`config.mk`:
```
export PLATFORM = sky130hd
export DESIGN_NAME = input_conditioner
export DESIGN_NICKNAME = d
export VERILOG_FILES = /design/src/rtl/tilegame_pkg.sv /design/src/rtl/debounce_cell.sv /design/src/rtl/input_conditioner.sv
export SDC_FILE = /design/constraint.sdc
export NUM_CORES = 1
export LEC_CHECK = 0
export ABC_AREA = 1
export CAP_MARGIN = 25
export CORE_ASPECT_RATIO = 1.25
export CORE_MARGIN = 10
export CORE_UTILIZATION = 55
export CTS_CLUSTER_DIAMETER = 40
export DETAILED_ROUTE_END_ITERATION = 6
export MAX_ROUTING_LAYER = met4
export PLACE_DENSITY = 0.72
export SLEW_MARGIN = 20
export SYNTH_ARGS = -nofsm -noshare
export SYNTH_HDL_FRONTEND = slang
export SYNTH_SLANG_ARGS = --single-unit
```
`constraint.sdc`:
```
create_clock -name CLOCK_50 -period 3.7 [get_ports CLOCK_50]
set_clock_uncertainty 0.15 [all_clocks]
set_input_delay 0.555 -clock CLOCK_50 [delete_from_list [all_inputs] [get_ports CLOCK_50]]
set_output_delay 0.555 -clock CLOCK_50 [all_outputs]
set_load 0.01 [all_outputs]
```
`src/rtl/tilegame_pkg.sv`:
```
// tilegame_pkg: shared sizes, key indices, debounce state encoding and tile encoder for the tile game input path
package tilegame_pkg;
  localparam int NUM_KEYS = 4;
  localparam int NUM_SW = 10;
  localparam int DEBOUNCE_CYCLES_DEFAULT = 500000;
  localparam int KEY_QUIT = 0;
  localparam int KEY_BEGIN = 1;
  localparam int KEY_SEL1 = 2;
  localparam int KEY_SEL2 = 3;
  typedef enum logic [1:0] {IDLE_LO, WAIT_HI, HI, WAIT_LO} db_state_t;
  // Returns {valid, index}: valid only when exactly one bit is set, index forced to 0 otherwise.
  function automatic logic [4:0] tile_encode(input logic [15:0] v);
    logic [3:0] idx;
    idx = '0;
    for (int i = 0; i < 16; i++) idx = v[i] ? 4'(i) : idx;
    return ($countones(v) == 1) ? {1'b1, idx} : 5'd0;
  endfunction
endpackage

```
`src/rtl/debounce_cell.sv`:
```
// debounce_cell: 2-flop synchronizer + 4-state debounce FSM for one input bit (clk, rst, din -> level, rise, fall)
module debounce_cell
  import tilegame_pkg::*;
#(
  parameter int DEBOUNCE_CYCLES = DEBOUNCE_CYCLES_DEFAULT
) (
  input  logic clk,
  input  logic rst,
  input  logic din,
  output logic level,
  output logic rise,
  output logic fall
);
  localparam int CW = $clog2(DEBOUNCE_CYCLES);
  localparam logic [CW-1:0] LAST = CW'(DEBOUNCE_CYCLES - 1);
  logic [1:0] sync;
  logic [CW-1:0] cnt;
  db_state_t state;
  // The counter is cleared on every state exit, so it never needs to wrap.
  always_ff @(posedge clk) begin
    if (rst) begin
      sync <= '0;
      cnt <= '0;
      state <= IDLE_LO;
      level <= 1'b0;
      rise <= 1'b0;
      fall <= 1'b0;
    end else begin
      sync <= {sync[0], din};
      rise <= 1'b0;
      fall <= 1'b0;
      case (state)
        IDLE_LO: if (sync[1]) begin
          state <= WAIT_HI;
          cnt <= CW'(1);
        end
        WAIT_HI: if (!sync[1]) begin
          state <= IDLE_LO;
          cnt <= '0;
        end else if (cnt == LAST) begin
          state <= HI;
          cnt <= '0;
          level <= 1'b1;
          rise <= 1'b1;
        end else cnt <= cnt + 1'b1;
        HI: if (!sync[1]) begin
          state <= WAIT_LO;
          cnt <= CW'(1);
        end
        WAIT_LO: if (sync[1]) begin
          state <= HI;
          cnt <= '0;
        end else if (cnt == LAST) begin
          state <= IDLE_LO;
          cnt <= '0;
          level <= 1'b0;
          fall <= 1'b1;
        end else cnt <= cnt + 1'b1;
        default: state <= IDLE_LO;
      endcase
    end
  end
endmodule

```
`src/rtl/input_conditioner.sv`:
```
// input_conditioner: debounces KEY/SW into clean levels, press/release pulses, switch-change pulse and one-hot tile index
module input_conditioner #(
  parameter int DEBOUNCE_CYCLES = tilegame_pkg::DEBOUNCE_CYCLES_DEFAULT,
  parameter int NUM_KEYS = tilegame_pkg::NUM_KEYS,
  parameter int NUM_SW = tilegame_pkg::NUM_SW
) (
  input  logic                CLOCK_50,
  input  logic                reset,
  input  logic [NUM_KEYS-1:0] KEY,
  input  logic [NUM_SW-1:0]   SW,
  output logic [NUM_KEYS-1:0] key_level,
  output logic [NUM_KEYS-1:0] key_press,
  output logic [NUM_KEYS-1:0] key_release,
  output logic [NUM_SW-1:0]   sw_stable,
  output logic                sw_change,
  output logic [3:0]          tile_sel,
  output logic                tile_valid
);
  import tilegame_pkg::*;
  logic [NUM_SW-1:0] sw_rise, sw_fall;
  // Keys are active-low; inverting ahead of the synchronizer makes 1 mean pressed everywhere inside.
  for (genvar i = 0; i < NUM_KEYS; i++) begin : g_key
    debounce_cell #(.DEBOUNCE_CYCLES(DEBOUNCE_CYCLES)) u_cell (
      .clk(CLOCK_50), .rst(reset), .din(~KEY[i]),
      .level(key_level[i]), .rise(key_press[i]), .fall(key_release[i])
    );
  end
  for (genvar i = 0; i < NUM_SW; i++) begin : g_sw
    debounce_cell #(.DEBOUNCE_CYCLES(DEBOUNCE_CYCLES)) u_cell (
      .clk(CLOCK_50), .rst(reset), .din(SW[i]),
      .level(sw_stable[i]), .rise(sw_rise[i]), .fall(sw_fall[i])
    );
  end
  always_ff @(posedge CLOCK_50) begin
    if (reset) begin
      sw_change <= 1'b0;
      {tile_valid, tile_sel} <= 5'd0;
    end else begin
      sw_change <= |{sw_rise, sw_fall};
      {tile_valid, tile_sel} <= tile_encode(16'(sw_stable));
    end
  end
endmodule

```
==> impl_results.md, run 1 <==
- VDD IR max: 0.0003295 V
- Most common library cells after synthesis: 746 x nand2_1, 410 x inv_1, 387 x nor2_1
- Level count of the clock H-tree: 2
- Routed len/inst: 13.07 um
- CP peak stage delay: 0.56 ns
- Die Y: 235.2 um
- Largest family of logic cells by synthesized area: simple AND/OR/NAND/NOR gates
- # diodes: 0
- Pin count of the biggest net entering global routing: 80
- FP Rows: 78
- Num Clock Sinks: 370
- Initial core utilization: 55.83%
- Grt ovf: 0
- Post-synthesis register bit count: 370
- Post-synthesis mux area share: 0%
- DR vias: 19295
- Slew headroom: 38.62%
- RSZ-0062 raised after global routing: no
- Root Buffer: clkbuf_16
- Slew @ Worst Pin: 0.9207 ns
- Status: finished, final reports clean
- Synth Net Count: 3138
- Post-layout instance area: about 23000 um^2
- Post-synthesis cell type count: 61
- Initial DRC Count: 969
- Depth of the worst register-to-register path: 12
- CTS tree: yes
- Hold Path Depth: 2
- Synth-to-layout area growth: 11.21%
- Fin crit share: 94.63%
- Die X-Extent: 192.2 um
- Clock latency on the worst-skew pair: 0.57 ns
- Synth Area in Compound Gates: 10.73%
- CTS Buf Count: 48
- Hold Worst Slack: 0.2496 ns
- Initial antenna violation count: 0
- Max clock buf depth: 3
- Post-Route WL: 47490 um
- Critical-path top delay cell: fa_1
- Via-to-Cell Ratio: 5.310
- Share of post-route cells with drive strength above 1: 8.497%
- Core footprint: 36500 um^2
- Leakage Power: 8.423 nW
- Seq/Total Area, Yosys: 36.35%
- Post-synth EDFFs: 0
- Total GRT Usage: a little over a fifth
- Setup WS pre-CTS: around 0.043 ns
- Final Wtd Congestion: approximately 0.94
- Final WS setup: 0.1987 ns
- Placed instance area: 20960 um^2
- Final setup viols: 0
- Synth top area share: 36.35%
- Final-stage net count: 3156
- XOR/XNOR share of the synthesized area: between 2 and 2.5%
- Worst Hold Class: register to register
- Total Neg Setup Slack: 0 ns
- Ports: 44
- Max Cap Viol: 0
- DR pass1 iterations: 5
- Cells along the critical path: fa_1, fa_1, inv_1, fa_1, inv_1, ha_1, inv_1, fa_1, nand2_1, nor4_4, nand3_1, a21oi_1
- First-pass GRT wire length: around 81000 um
- Crit path DAT: around 3.9 ns
- PD cells: 410.2 nW/um^2
- Async S/R FF share, synth: 0%
- Vias in the first global route: 18042
- CTS clk-pin slew, worst paths: around 0.060 ns
- Avg Synthesized Cell Area: roughly 6.6 um^2
- Final Critical Period: around 3.5 ns
- Syn Inst Count: 3100
- IO buf count: 43
- Total chip power: roughly 9.3 mW
- Final Slew Violations: 0
- Max Freq: 285.6 MHz
- Most frequent cell after synthesis: nand2_1
- Top cell by count, worst path: fa_1
- Post-Synth Adder-Cell Area: 1.572%
- CP endpoint kind: register
- Synthesis Warnings: 0
- Post-DP HPWL: 33510 um
- Leading area contributor after synthesis: dfxtp_1
- Post-synth top flop: dfxtp_1
- CP required: 4.05 ns
- # DRC: 0
- Antenna Nets Post-Route: 0
- Worst Path Max Fanout: 3
- Kind of critical path: register to register
- Synth area leaders: dfxtp_1 36%, nand2_1 14%, inv_1 7.6%, nor2_1 7.1%, nand3_1 6.3%
- Final hold vios: 0
- Simple-gate share of the synthesized area: 38.11%
- Crit start category: register
- Area of the mapped netlist: 20380 um^2
- Post-CTS Repair Setup Buffers: 0
- Die area: 45200 um^2
[final cells by class]
cell class / count / area [um^2]
sequential: 370 / 7407
timing repair buffer: 59 / 551.8
clock buffer: 59 / 1335
clock inverter: 27 / 347.8
inverter: 437 / 1650
fill: 3460 / 13840
multi-input combinational: 2202 / 10770
tap: 480 / 600.6
[power by group]
group	switching, mW	leakage [nW]	total, mW	internal, mW
combinational	0.309	4.62	0.408	0.0984
sequential	0.0408	2.99	4.07	4.03
clock	1.86	0.811	4.82	2.96
total	2.21	8.42	9.30	7.08
[flip-flops by register name (all words and copies together) (netlist names), named ones only]
| signal | flops |
|---|---|
| g_sw.u_cell.level | 10 |
| g_key.u_cell.state | 4 |
| g_key.u_cell.cnt | 76 |
| g_sw.u_cell.state | 10 |
| tile_valid | 1 |
| g_key.u_cell.rise | 4 |
| g_sw.u_cell.fall | 10 |
| g_key.u_cell.sync | 8 |
| tile_sel | 4 |
| g_key.u_cell.fall | 4 |
| g_key.u_cell.level | 4 |
| g_sw.u_cell.cnt | 190 |
| sw_change | 1 |
| g_sw.u_cell.sync | 20 |
| g_sw.u_cell.rise | 10 |
[final timing paths]
| kind | start | endpoint | slack, ns |
|---|---|---|---|
| setup reg to reg | g_sw[0].u_cell.level | tile_sel[1] | 0.20 |
| hold reg to reg | g_key[3].u_cell.sync[0] | g_key[3].u_cell.sync[1] | 0.25 |
| hold / removal | g_key[3].u_cell.sync[0] | g_key[3].u_cell.sync[1] | 0.25 |
| setup / recovery | g_sw[0].u_cell.level | tile_sel[1] | 0.20 |
[through the flow]
stage	instances	util, %
after detailed placement	3548	57.44
final	3634	62.09
after global routing	3634	62.09
after CTS	3634	62.05
after global placement	3548	57.44
after floorplan	3100	-
[metal layers]
metal  track usage (%)  share of wire, %
met1             25.76                46
met4             6.287               2.1
met3             2.902               3.8
met2             35.23                49
met5                 -                 0
[repair_timing]
item,in CTS,in global routing
endpoints found under the setup margin,0,4
hold buffers,0,0
gates resized for setup,0,2
hold endpoints to repair,0,0
[cell usage in the layout, fill, tap and decap left out, types with 5 or more instances in the layout]
cell type	Yosys	final
dfxtp_1	370	370
o21bai_1	8	8
nand2_1	746	746
fa_1	6	6
nor2_2	57	57
a21oi_1	205	205
clkinv_4	1	5
o22ai_1	11	11
clkinvlp_4	0	5
nor3_2	10	10
nand3_1	255	255
bufinv_16	0	5
xnor2_1	11	11
o21ai_1	13	13
nand2_2	27	27
nand3b_1	8	8
nor4_1	18	17
nand3_2	7	7
nor2_4	18	18
xor2_1	42	42
nor2_1	387	387
ha_1	16	16
inv_6	0	5
inv_1	410	409
a211oi_1	7	7
o21ai_0	118	118
nor3_1	75	75
clkbuf_8	0	5
inv_2	24	24
clkbuf_16	0	50
o31ai_1	5	5
buf_4	31	16
nand4_1	94	94
clkdlybuf4s50_1	0	42
[logic make-up after synthesis]
logic type | count (synthesis)
AO/OA/AOI/OAI | 400
flip-flops | 370
adder cells (fa/ha/maj) | 22
AND/OR/NAND/NOR | 1726
buffers and inverters | 528
XOR/XNOR | 54
[worst max-delay path: cells and delay by family, from the launching register on]
family / cells / cell delay, ns
buf+inv: 3 / 0.19
compound gates: 1 / 0.14
simple gates: 3 / 0.46
fa+ha+maj: 5 / 2.18
flops: 1 / 0.33
No activity file was read; power rests on OpenSTA's default activity.
==> inputs of run 2 (changes only) <==
--- a/config.mk
+++ b/config.mk
@@ -5,7 +5,6 @@
 export SDC_FILE = /design/constraint.sdc
 export NUM_CORES = 1
 export LEC_CHECK = 0
-export ABC_AREA = 1
 export CAP_MARGIN = 25
 export CORE_ASPECT_RATIO = 1.25
 export CORE_MARGIN = 10
@@ -13,7 +12,7 @@
 export CTS_CLUSTER_DIAMETER = 40
 export DETAILED_ROUTE_END_ITERATION = 6
 export MAX_ROUTING_LAYER = met4
-export PLACE_DENSITY = 0.72
+export PLACE_DENSITY = 0.83
 export SLEW_MARGIN = 20
 export SYNTH_ARGS = -nofsm -noshare
 export SYNTH_HDL_FRONTEND = slang
==> run 2 against run 1 <==
  * Count of clock-buffer cells in the layout down 1
  * Hold slack better by 0.034 ns
  * Die area decreased by 11%
  * Non-clock buffer count is 15 higher
  * Critical endpoint unchanged
  * Largest power group unchanged
  * Highest routed layer unchanged
==> impl_results.md, run 2 <==
- Status: finished, final reports clean
- Initial DRC Count: 1241 (+28%)
- CP required: 4.03 ns (-0.02 ns)
- Slew headroom: 35.95% (-2.7 points)
- Hold Path Sink: g_sw[5].u_cell.sync[1]
- Final Slew Violations: 0 (unchanged)
- Total GRT Usage: 19.95% (-1.1 points)
- Critical-path top delay cell: fa_1
- Antenna Nets Post-Route: 0 (unchanged)
- FP Rows: 73 (-6.4%)
- Slew @ Worst Pin: 0.9535 ns (+0.03275 ns)
- Synth Net Count: 2148 (-32%)
- Final cell count without fillers: 2573 (-29%)
- Cells along the critical path: fa_1, fa_1, inv_1, fa_1, inv_1, ha_2, inv_1, fa_2, a2111oi_4, a21oi_2, nor3_2, nand2_1, a21oi_1
- Synth top area share: 41.60% (+5.2 points)
- Fin crit share: 99.54% (+4.9 points)
- Inst Count DP: 2486 (-30%)
- Total Neg Setup Slack: 0 ns (unchanged)
- Core footprint: 31880 um^2 (-13%)
- Max Freq: 271.5 MHz (-4.9%)
- Largest register FFs: 190 (unchanged)
- CTS Buf Count: 46 (-4.2%)
- CP peak stage delay: 0.54 ns (-0.02 ns)
- Kind of critical path: register to register
- Worst Hold Class: register to register
- Most common library cells after synthesis: 370 x dfxtp_1, 209 x nand2_1, 159 x a21oi_1
- Share of post-route cells with drive strength above 1: 7.404% (-1.1 points)
- Top reg by flops: g_sw.u_cell.cnt
- Area of the mapped netlist: 17810 um^2 (-13%)
- Hold Worst Slack: 0.2836 ns (+0.03406 ns)
- Total chip power: 9.394 mW (+1.1%)
- Die X-Extent: 180.9 um (-5.8%)
- Async S/R FF share, synth: 0% (unchanged)
- Avg Synthesized Cell Area: 8.439 um^2 (+28%)
- Vias in the first global route: 15242 (-16%)
- Worst Path Max Fanout: 2 (-1)
- Crit start category: register
- Largest regs: g_sw.u_cell.cnt x190, g_key.u_cell.cnt x76, g_sw.u_cell.sync x20
- Post-synthesis cell type count: 72 (+18%)
- # DRC: 0 (unchanged)
- IO buf count: 43 (unchanged)
- CP endpoint kind: register
- CTS tree: yes
- Final hold vios: 0 (unchanged)
- Most frequent cells in the layout: 370 x dfxtp_1, 209 x nand2_1, 158 x a21oi_1, 148 x nor2_1, 134 x nand3_1
- Pin count of the biggest net entering global routing: 61 (-24%)
- Final setup viols: 0 (unchanged)
- Post-synth top flop: dfxtp_1
- Most frequent cell after synthesis: dfxtp_1
- Post-synthesis register bit count: 370 (unchanged)
- Family with the most delay on the worst path: adder cells
- DR vias: 16030 (-17%)
- Commonest non-fill, non-tap cell in the layout: dfxtp_1
- Crit path DAT: 4.01 ns (+0.16 ns)
- Flop2flop setup slack: 0.02 ns (-0.18 ns)
- Root Buffer: clkbuf_16
- Final Critical Period: 3.683 ns (+0.1817 ns)
- Max clock buf depth: 3 (unchanged)
- Synthesis Warnings: 0 (unchanged)
- # diodes: 0 (unchanged)
- Ports: 44 (unchanged)
- Post-Route WL: 41280 um (-13%)
- Reg2Reg Launch Point: g_sw[3].u_cell.level
- Post-DP HPWL: 27420 um (-18%)
- Syn Inst Count: 2110 (-32%)
- VDD IR max: 0.0003916 V (+19%)
- Routed len/inst: 16.04 um (+23%)
- Clock latency on the worst-skew pair: 0.55 ns (-0.02 ns)
- Buf/Inv on CP: 3 (unchanged)
- Die area: 40020 um^2 (-11%)
- Hold Path Depth: 1 (-1)
- Worst flop-to-flop path endpoint: tile_sel[1]
- Num Clock Sinks: 370 (unchanged)
- Grt ovf: 0 (unchanged)
- Level count of the clock H-tree: 2 (unchanged)
- Leading area contributor after synthesis: dfxtp_1
- Synth-to-layout area growth: 13.59%
- Max Cap Viol: 0 (unchanged)
- Post-synth EDFFs: 0 (unchanged)
- DR pass1 iterations: 6 (+1)
- Via-to-Cell Ratio: 6.230 (+17%)
- PD cells: 464.4 nW/um^2 (+13%)
- Final-stage net count: 2163 (-31%)
- Depth of the worst register-to-register path: 13 (+1)
- Initial antenna violation count: 0 (unchanged)
- First-pass GRT wire length: 69700 um (-14%)
- Initial core utilization: 55.86% (about the same)
- Final Wtd Congestion: 0.9043 (-4.1%)
- Leakage Power: 7.102 nW (-16%)
- CTS clk-pin slew, worst paths: 0.06 ns (about the same)
- Die Y: 221.2 um (-6.0%)
- Seq/Total Area, Yosys: 41.60% (+5.2 points)
- Post-CTS Repair Setup Buffers: 0 (unchanged)
- Synth area leaders: dfxtp_1 42%, a21oi_1 4.5%, nand2_1 4.4%, a31oi_1 4.2%, nand3_1 3.8%
- Hold_sp: g_sw[5].u_cell.sync[0]
-- run 2: metal layers --
layer / up-vias / track usage, % / share of wire, %
met1: 7565 / 23.09 / 42
li1: 7874 / - / -
met3: 99 / 3.347 / 5.5
met4: 0 / 7.386 / 2.6
met2: 492 / 34.01 / 49
met5: - / - / 0
-- run 2: how the worst max path moves through the flow --
stage | end | start | cells after the start | slack [ns]
after floorplan | tile_sel[1] | g_sw[1].u_cell.level | 13 | 0.1
after detailed placement | tile_sel[1] | g_sw[0].u_cell.level | 13 | -0.22
final | tile_sel[1] | g_sw[3].u_cell.level | 13 | 0.02
after CTS | tile_sel[1] | g_sw[0].u_cell.level | 13 | 0.03
after global routing | tile_sel[1] | g_sw[3].u_cell.level | 13 | -0.07
after global placement | tile_sel[0] | g_sw[0].u_cell.level | 13 | 0.007
-- run 2: worst reg2reg max path, stage by stage, from the launching register on --
cell and delay (ns):
dfxtp_1 0.32, fa_1 0.52, fa_1 0.54, inv_1 0.06
fa_1 0.47, inv_1 0.08, ha_2 0.22, inv_1 0.08
fa_2 0.39, a2111oi_4 0.27, a21oi_2 0.08, nor3_2 0.16
nand2_1 0.12, a21oi_1 0.15
-- run 2: kinds of logic after synthesis --
group | after synthesis | synth area share (%)
xor+xnor | 90 | 4.427
buf+inv | 152 | 3.788
fa+ha+maj | 22 | 1.799
flops | 370 | 41.60
simple gates | 934 | 28.55
compound gates | 512 | 18.15
mux | 30 | 1.686
-- run 2: power by group --
| group | internal [mW] | switching (mW) |
|---|---|---|
| Sequential | 4.04 | 0.0593 |
| Clock | 3.00 | 1.81 |
| Combinational | 0.197 | 0.285 |
-- run 2: repair_timing --
item | in CTS | in global routing
gates resized for setup | 3 | 4
setup endpoints to repair | 5 | 4
hold buffers | 0 | 0
pin swaps | 1 | 2
-- run 2: metrics by stage --
stage,worst slack (ns),instance area (um^2),util (%)
2_1_floorplan,0.09689,17810,-
3_3_place_gp,0.006556,18490,57.99
3_5_place_dp,-0.2219,18490,57.99
4_1_cts,0.03458,20180,63.30
5_1_grt,-0.06793,20230,63.45
6_report,0.01702,20230,63.45
-- run 2: cell type report --
type	instances	area (um^2)
sequential	370	7407
fill	2523	11650
timing repair buffer	74	668.1
inverter	45	168.9
tap	412	515.5
clock inverter	26	351.6
multi-input combinational	1588	9784
clock buffer	58	1330
